[config.mk]
export PLATFORM = sky130hd
export DESIGN_NAME = id_ex_stage
export DESIGN_NICKNAME = d
export VERILOG_FILES = /design/src/rtl/id_ex_stage.sv
export SDC_FILE = /design/constraint.sdc
export NUM_CORES = 1
export LEC_CHECK = 0
export CORE_ASPECT_RATIO = 0.5
export CORE_MARGIN = 8
export CORE_UTILIZATION = 43
export CTS_CLUSTER_DIAMETER = 150
export DETAILED_ROUTE_END_ITERATION = 8
export PLACE_DENSITY = 0.87
export SLEW_MARGIN = 30
export SYNTH_ARGS = -nofsm -noshare
export SYNTH_HDL_FRONTEND = slang
export SYNTH_SLANG_ARGS = --single-unit
[constraint.sdc]
create_clock -name clk -period 6.75 [get_ports clk]
set_clock_uncertainty 0.15 [all_clocks]
set_input_delay 1.35 -clock clk [delete_from_list [all_inputs] [get_ports clk]]
set_output_delay 1.35 -clock clk [all_outputs]
set_load 0.02 [all_outputs]
[src/rtl/id_ex_stage.sv]
// ID/EX pipeline register with operand select, write-back bypass, load-use stall detection
// and saturating stall/bubble performance counters.
module id_ex_stage (
   input  logic        clk,
   input  logic        rst_n,
   input  logic        id_valid,
   input  logic [4:0]  id_rs,
   input  logic [4:0]  id_rt,
   input  logic [4:0]  id_rd,
   input  logic [31:0] id_imm,
   input  logic [7:0]  id_ctrl,
   input  logic [31:0] rdata1,
   input  logic [31:0] rdata2,
   input  logic        wb_regwrite,
   input  logic [4:0]  wb_reg,
   input  logic [31:0] wb_data,
   input  logic        flush,
   output logic        stall,
   output logic        ex_valid,
   output logic [4:0]  ex_rs,
   output logic [4:0]  ex_rt,
   output logic [4:0]  ex_dst,
   output logic [31:0] ex_a,
   output logic [31:0] ex_b,
   output logic [31:0] ex_imm,
   output logic [7:0]  ex_ctrl,
   output logic [15:0] stall_cnt,
   output logic [15:0] bubble_cnt
);

   logic        r_ex_valid;
   logic [4:0]  r_ex_rs;
   logic [4:0]  r_ex_rt;
   logic [4:0]  r_ex_dst;
   logic [31:0] r_ex_a;
   logic [31:0] r_ex_b;
   logic [31:0] r_ex_imm;
   logic [7:0]  r_ex_ctrl;
   logic [15:0] r_stall_cnt;
   logic [15:0] r_bubble_cnt;

   logic        w_hazard;
   logic        w_stall;
   logic        w_bubble;
   logic        w_forced_bubble;
   logic [31:0] w_op_a;
   logic [31:0] w_op_b;
   logic [4:0]  w_dst;

   logic        w_ex_valid_nxt;
   logic [4:0]  w_ex_rs_nxt;
   logic [4:0]  w_ex_rt_nxt;
   logic [4:0]  w_ex_dst_nxt;
   logic [31:0] w_ex_a_nxt;
   logic [31:0] w_ex_b_nxt;
   logic [31:0] w_ex_imm_nxt;
   logic [7:0]  w_ex_ctrl_nxt;
   logic [15:0] w_stall_cnt_nxt;
   logic [15:0] w_bubble_cnt_nxt;

   // A bubble in EX has ex_ctrl=0, so the retry cycle can never re-detect the hazard.
   assign w_hazard = id_valid & r_ex_valid & r_ex_ctrl[1] & (r_ex_dst != 5'd0) &
                     ((r_ex_dst == id_rs) | (r_ex_dst == id_rt));
   assign w_stall  = w_hazard & ~flush;
   assign stall    = w_stall;

   assign w_forced_bubble = flush | w_stall;
   assign w_bubble        = w_forced_bubble | ~id_valid;

   assign w_dst = id_ctrl[4] ? id_rd : id_rt;

   // Register 0 reads as zero; otherwise the same-cycle write-back wins over the file.
   always_comb begin
      w_op_a = rdata1;
      if (id_rs == 5'd0) begin
         w_op_a = 32'd0;
      end else if (wb_regwrite && (wb_reg == id_rs)) begin
         w_op_a = wb_data;
      end
   end

   always_comb begin
      w_op_b = rdata2;
      if (id_rt == 5'd0) begin
         w_op_b = 32'd0;
      end else if (wb_regwrite && (wb_reg == id_rt)) begin
         w_op_b = wb_data;
      end
   end

   always_comb begin
      w_ex_valid_nxt = 1'b0;
      w_ex_rs_nxt    = 5'd0;
      w_ex_rt_nxt    = 5'd0;
      w_ex_dst_nxt   = 5'd0;
      w_ex_a_nxt     = 32'd0;
      w_ex_b_nxt     = 32'd0;
      w_ex_imm_nxt   = 32'd0;
      w_ex_ctrl_nxt  = 8'd0;
      if (!w_bubble) begin
         w_ex_valid_nxt = 1'b1;
         w_ex_rs_nxt    = id_rs;
         w_ex_rt_nxt    = id_rt;
         w_ex_dst_nxt   = w_dst;
         w_ex_a_nxt     = w_op_a;
         w_ex_b_nxt     = w_op_b;
         w_ex_imm_nxt   = id_imm;
         w_ex_ctrl_nxt  = id_ctrl;
      end
   end

   always_comb begin
      w_stall_cnt_nxt  = r_stall_cnt;
      w_bubble_cnt_nxt = r_bubble_cnt;
      if (w_stall && (r_stall_cnt != 16'hFFFF)) begin
         w_stall_cnt_nxt = r_stall_cnt + 16'd1;
      end
      if (w_forced_bubble && (r_bubble_cnt != 16'hFFFF)) begin
         w_bubble_cnt_nxt = r_bubble_cnt + 16'd1;
      end
   end

   always_ff @(posedge clk or negedge rst_n) begin
      if (!rst_n) begin
         r_ex_valid   <= 1'b0;
         r_ex_rs      <= 5'd0;
         r_ex_rt      <= 5'd0;
         r_ex_dst     <= 5'd0;
         r_ex_a       <= 32'd0;
         r_ex_b       <= 32'd0;
         r_ex_imm     <= 32'd0;
         r_ex_ctrl    <= 8'd0;
         r_stall_cnt  <= 16'd0;
         r_bubble_cnt <= 16'd0;
      end else begin
         r_ex_valid   <= w_ex_valid_nxt;
         r_ex_rs      <= w_ex_rs_nxt;
         r_ex_rt      <= w_ex_rt_nxt;
         r_ex_dst     <= w_ex_dst_nxt;
         r_ex_a       <= w_ex_a_nxt;
         r_ex_b       <= w_ex_b_nxt;
         r_ex_imm     <= w_ex_imm_nxt;
         r_ex_ctrl    <= w_ex_ctrl_nxt;
         r_stall_cnt  <= w_stall_cnt_nxt;
         r_bubble_cnt <= w_bubble_cnt_nxt;
      end
   end

   assign ex_valid   = r_ex_valid;
   assign ex_rs      = r_ex_rs;
   assign ex_rt      = r_ex_rt;
   assign ex_dst     = r_ex_dst;
   assign ex_a       = r_ex_a;
   assign ex_b       = r_ex_b;
   assign ex_imm     = r_ex_imm;
   assign ex_ctrl    = r_ex_ctrl;
   assign stall_cnt  = r_stall_cnt;
   assign bubble_cnt = r_bubble_cnt;

endmodule

# Yosys cells after proc, flatten, opt, wreduce, memory -nomap -nowiden
# Index checks and enable logic that the tools add are counted.
classes:
  add_sub_neg: 2
  multipliers: 0
  div_mod_pow: 0
  magnitude_cmp: 0
  eq_ne: 6
  shift: 0
  mux: 13
  bitwise: 10
  reduce_logical: 7
ops:
  columns: ["operator", "n"]
  rows:
  - ["$mux W32", 7]
  - ["$add A16 B1 Y16 const B", 2]
  - ["$ne A16 B16 Y1 const B", 2]
  - ["$eq A5 B5 Y1", 4]
  - ["$mux W5", 4]
  - ["$logic_not A5 Y1", 2]
  - ["$mux W8", 1]
  - ["$and A1 B1 Y1", 5]
  - ["$reduce_bool A5 Y1", 1]
  - ["$logic_and A1 B1 Y1", 4]
  - ["$or A1 B1 Y1", 3]
  - ["$not A1 Y1", 2]
  - ["$mux W1", 1]
word_totals:
  reg_bits: 152
  latch_bits: 0
  ramBits: 0
  mem_bits_ro: 0
  in_bits: 161
  output_inout_bits: 153
  word_cells: 48
  n_memories: 0

# Logic depth before layout (Yosys ltp)
logic_depth:
  word_depth: 8
  mapped_depth: 9
  ltp_nobuf: 8

# Worst setup path before layout
# Ideal clock, no wire load.
synth_path:
  kind: "input-to-output"
  start: "in id_rs[4]"
  end: "out stall"
  arrival_ns: 2.173
  t_required_ns: 5.250
  setup_slack_ns: 3.077
  stages: 5
  n_path_buf: 0
  cell_sequence: "xnor2_1 > nand3_1 > o22ai_1 > nand2_1 > nor2_1"
synth_between:
  elab_chain_cells: 4
synth_lines:
  columns: ["item", "line", "text"]
  rows:
  - ["from (decl)", "7", "input logic [4:0] id_rs,"]
  - ["$eq A5 B5 Y1", "63", "((r_ex_dst == id_rs) | (r_ex_dst == id_rt));"]
  - ["$or A1 B1 Y1", "63", null]
  - ["$and A1 B1 Y1", "62", "assign w_hazard = id_valid & r_ex_valid & r_ex_ctrl[1] & (r_ex_dst != 5'd0) &"]
  - ["$and A1 B1 Y1", "64", "assign w_stall = w_hazard & ~flush;"]
  - ["to (decl)", "18", "output logic stall,"]
# No other way between the ends.

# Worst setup path in the final report
layout_path:
  start: "in id_rs[0]"
  end: "out stall"
# The elaborated chain is that of the path after synthesis.

==> impl_metrics.py <==
metrics = {
    "clock_tree": {
        "cts_inserted_buffers": 17,
        "clock_tree.htree_level_count": 4,
        "ctsHoldBuffers": 0,
        "clk_transition_reported_paths_ps": 60,
        "tritoncts_clock_tree": "yes",
        "max-clock-path-buffers": 2,
        "cts_resized": 0,
        "cts_sinks": 152,
        "clk_latency_ps": 400,
        "cts_root_buffer": "clkbuf_16",
        "cts_post_setup_buffers_inserted": 0,
    },
    "global_route": {
        "grt_antenna_before_repair": 0,
        "via_count_of_the_first_global_routing_pass": 5382,
        "gr-total-overflow": 0,
        "largest_net_degree_at_the_start_of_global_routing": 115,
        "grt_use_total_pct": 21.9,
        "global_route_wire_length_before_repair_mm": 31.9,
    },
    "sta": {
        "number_of_max_slew_violations_in_the_final_report": 0,
        "finalWorstPathRequiredPeriod_ps": 4910,
        "post-route-period-util_pct": 72.7,
        "achievable-frequency_ghz": 0.204,
        "fin_tns_setup_ps": 0,
        "setup_slack_ps": 1840,
        "setup_violations": 0,
        "finalHoldViolations": 0,
        "worst_slew_margin_rel_pct": 43.7,
        "rsz0062_at_grt": "false",
        "tightest_slew_ps": 844,
    },
    "synthesis": {
        "synth.ff_latch_count": 152,
        "area_share_of_xor_xnor_cells_in_the_synthesized_design_pct": 6.03,
        "synth_compound_gate_area_share_pct": 1.52,
        "synth_fp_nets": 679,
        "synth.area.top_cells": "dfrtp_1, mux2i_1, and2_1",
        "yosys.area.top_type": "dfrtp_1",
        "synth-edff-count": 0,
        "synth_cell_types": 38,
        "netlist_area_before_placement_sq_um": 6250,
        "synth_top_family_by_area": "simple AND/OR/NAND/NOR gates",
        "seq_area_frac_synth_pct": 60.9,
        "yosys.area_share.simple_pct": 16.7,
        "synthAdderAreaFrac_pct": 0.400,
        "avgSynthCellArea_sq_um": 12.1,
        "synth-warning-count": 0,
        "yosys_most_used_dff": "dfrtp_1",
        "synth_most_common_cell": "dfrtp_1",
        "postSynth.asyncResetShare_pct": 100,
        "synthesized_netlist_cell_count": 516,
        "muxShareOfSynthArea_pct": 12.4,
        "synthDominantCellAreaShare_pct": 60.9,
        "ys_top_cells_by_count": "dfrtp_1, nor2_1, mux2i_1",
    },
    "worst_setup_path": {
        "timing.critical_path.from_type": "primary input",
        "cp_cell_instances": "clkdlybuf4s50_1 > xnor2_1 > nand3_1 > o22ai_1 > nand2_1 > nor2_1 > clkdlybuf4s50_1",
        "critPathKind": "primary input to primary output",
        "crit_path_max_fanout": 4,
        "cp_max_delay_cell": "clkdlybuf4s50_1",
        "crit_path_end_kind": "primary output",
        "timing.critical_path.slowest_cell_delay_ps": 640,
        "timing.critical_path.mode_cell": "clkdlybuf4s50_1",
        "critPathArrivalTime_ps": 3410,
        "worst-endpoint-required_ps": 5250,
    },
    "run_status": {
        "run_status": "complete, no violations",
    },
    "routing": {
        "vias": 5052,
        "first_iter_violations": 265,
        "ant_nets": 0,
        "number_of_design_rule_violations_left_after_detail_routing": 0,
        "drt_pass1_iterations": 4,
        "wl_mm": 21.4,
        "post_drt_via_cell_ratio": 4.87,
        "avgRoutedWirePerCell_microns": 20.6,
    },
    "final_layout": {
        "nets": 991,
        "final_layout_size_suffix_gt1_share_pct": 6.19,
        "area_growth_syn_to_layout_pct": 62.3,
        "antenna_cells": 0,
        "instances_no_fill": 1038,
    },
    "floorplanning": {
        "floorplan.die.width_microns": 186,
        "core_sq_um": 14400,
        "io_pins": 314,
        "die-height_microns": 101,
        "die_area_sq_um": 18900,
        "initial_core_util_pct": 43.5,
        "num_rows": 31,
    },
    "min_path": {
        "hold_path.class": "flop to flop",
    },
    "place": {
        "dp_cells": 1007,
        "finalWeightedCongestion": 0.881,
        "detailedPlacementHpwl_mm": 16.2,
        "portBuffers": 313,
        "post-place-ws_ps": 1860,
    },
    "power_and_ir_drop": {
        "power.static_leakage_uw": 0.00429,
        "cellPowerDensity_nw_per_um2": 232,
        "p_total_uw": 2350,
        "worst_ir_drop_vdd_v": 0.000170,
    },
    "flow_run": {
        "drv_cap": 0,
    },
}
-- cell type report --
cell class                 instances  area (sq um)
tap                              198           248
multi-input combinational        335          2330
timing repair buffer             317          3170
sequential                       152          3800
clock buffer                      20           457
inverter                           5          18.8
fill                            1030          4210
clock inverter                    11           121
-- registers in the layout, indices dropped and copies added (netlist names) --
register    flops
bubble_cnt     16
ex_a           32
ex_b           32
ex_ctrl         8
ex_dst          5
ex_imm         32
ex_rs           5
ex_rt           5
ex_valid        1
stall_cnt      16
-- path summary, 6_finish.rpt --
check	startpoint	endpoint	slack (ps)	depth (start not counted)
max	id_rs[0]	stall	1840	7
min	bubble_cnt[11]	bubble_cnt[11]	360	1
max reg2reg	ex_dst[1]	ex_a[3]	3720	8
min reg2reg	bubble_cnt[11]	bubble_cnt[11]	360	1
max in group asynchronous	rst_n	ex_rs[2]	4490	2
min in group asynchronous	rst_n	ex_a[25]	870	1
-- report_power, final --
part / total, uW / switching [uW] / internal, uW / leakage (uW)
clock: 935 / 373 / 563 / 0.000282
combinational: 408 / 192 / 216 / 0.00198
sequential: 1000 / 44.9 / 960 / 0.00203
-- layout by cell type (no fill, tap or decap), types with 4 or more instances in the layout --
cell type	count
clkdlybuf4s50_1	312
xor2_1	19
mux2i_1	69
xnor2_1	24
buf_4	4
clkbuf_16	17
and2_1	50
nor4_1	6
dfrtp_1	152
or4_1	4
inv_1	4
mux2_2	6
and3_1	4
nor3_1	4
and4_1	6
nor2_1	76
nand4_1	7
clkinv_2	4
nand3_1	15
nand2_1	17
-- cells by family after synthesis --
kind of cell / after synthesis
AND/OR/NAND/NOR: 201
adder cells (fa/ha/maj): 2
AO/OA/AOI/OAI: 13
XOR/XNOR: 43
multiplexers: 76
buffers and inverters: 29
flip-flops: 152
-- metal layers --
layer / vias up / GRT usage [%] / part of all wire, %
met3: 40 / 4.50 / 3.5
met1: 2501 / 24.7 / 39
met4: 0 / 8.98 / 3.0
li1: 2355 / - / -
met5: - / 0 / 0
met2: 156 / 40.6 / 54
-- metrics by stage --
stage	utilization (%)	cell area, sq um	hold WS (ps)
after floorplan	-	6250	439
after global placement	66.6	9550	329
after detailed placement	66.6	9560	347
after CTS	70.7	10100	355
after global routing	70.7	10100	361
final	70.7	10100	363
-- worst max-delay path, delay by kind of cell --
family	cells	cell delay, ps
and+or+nand+nor	3	400
AOI/OAI and AO/OA	1	250
xor gates and xnor gates	1	160
buffers and inverters	2	1230
No activity file was read; power rests on OpenSTA's default activity.
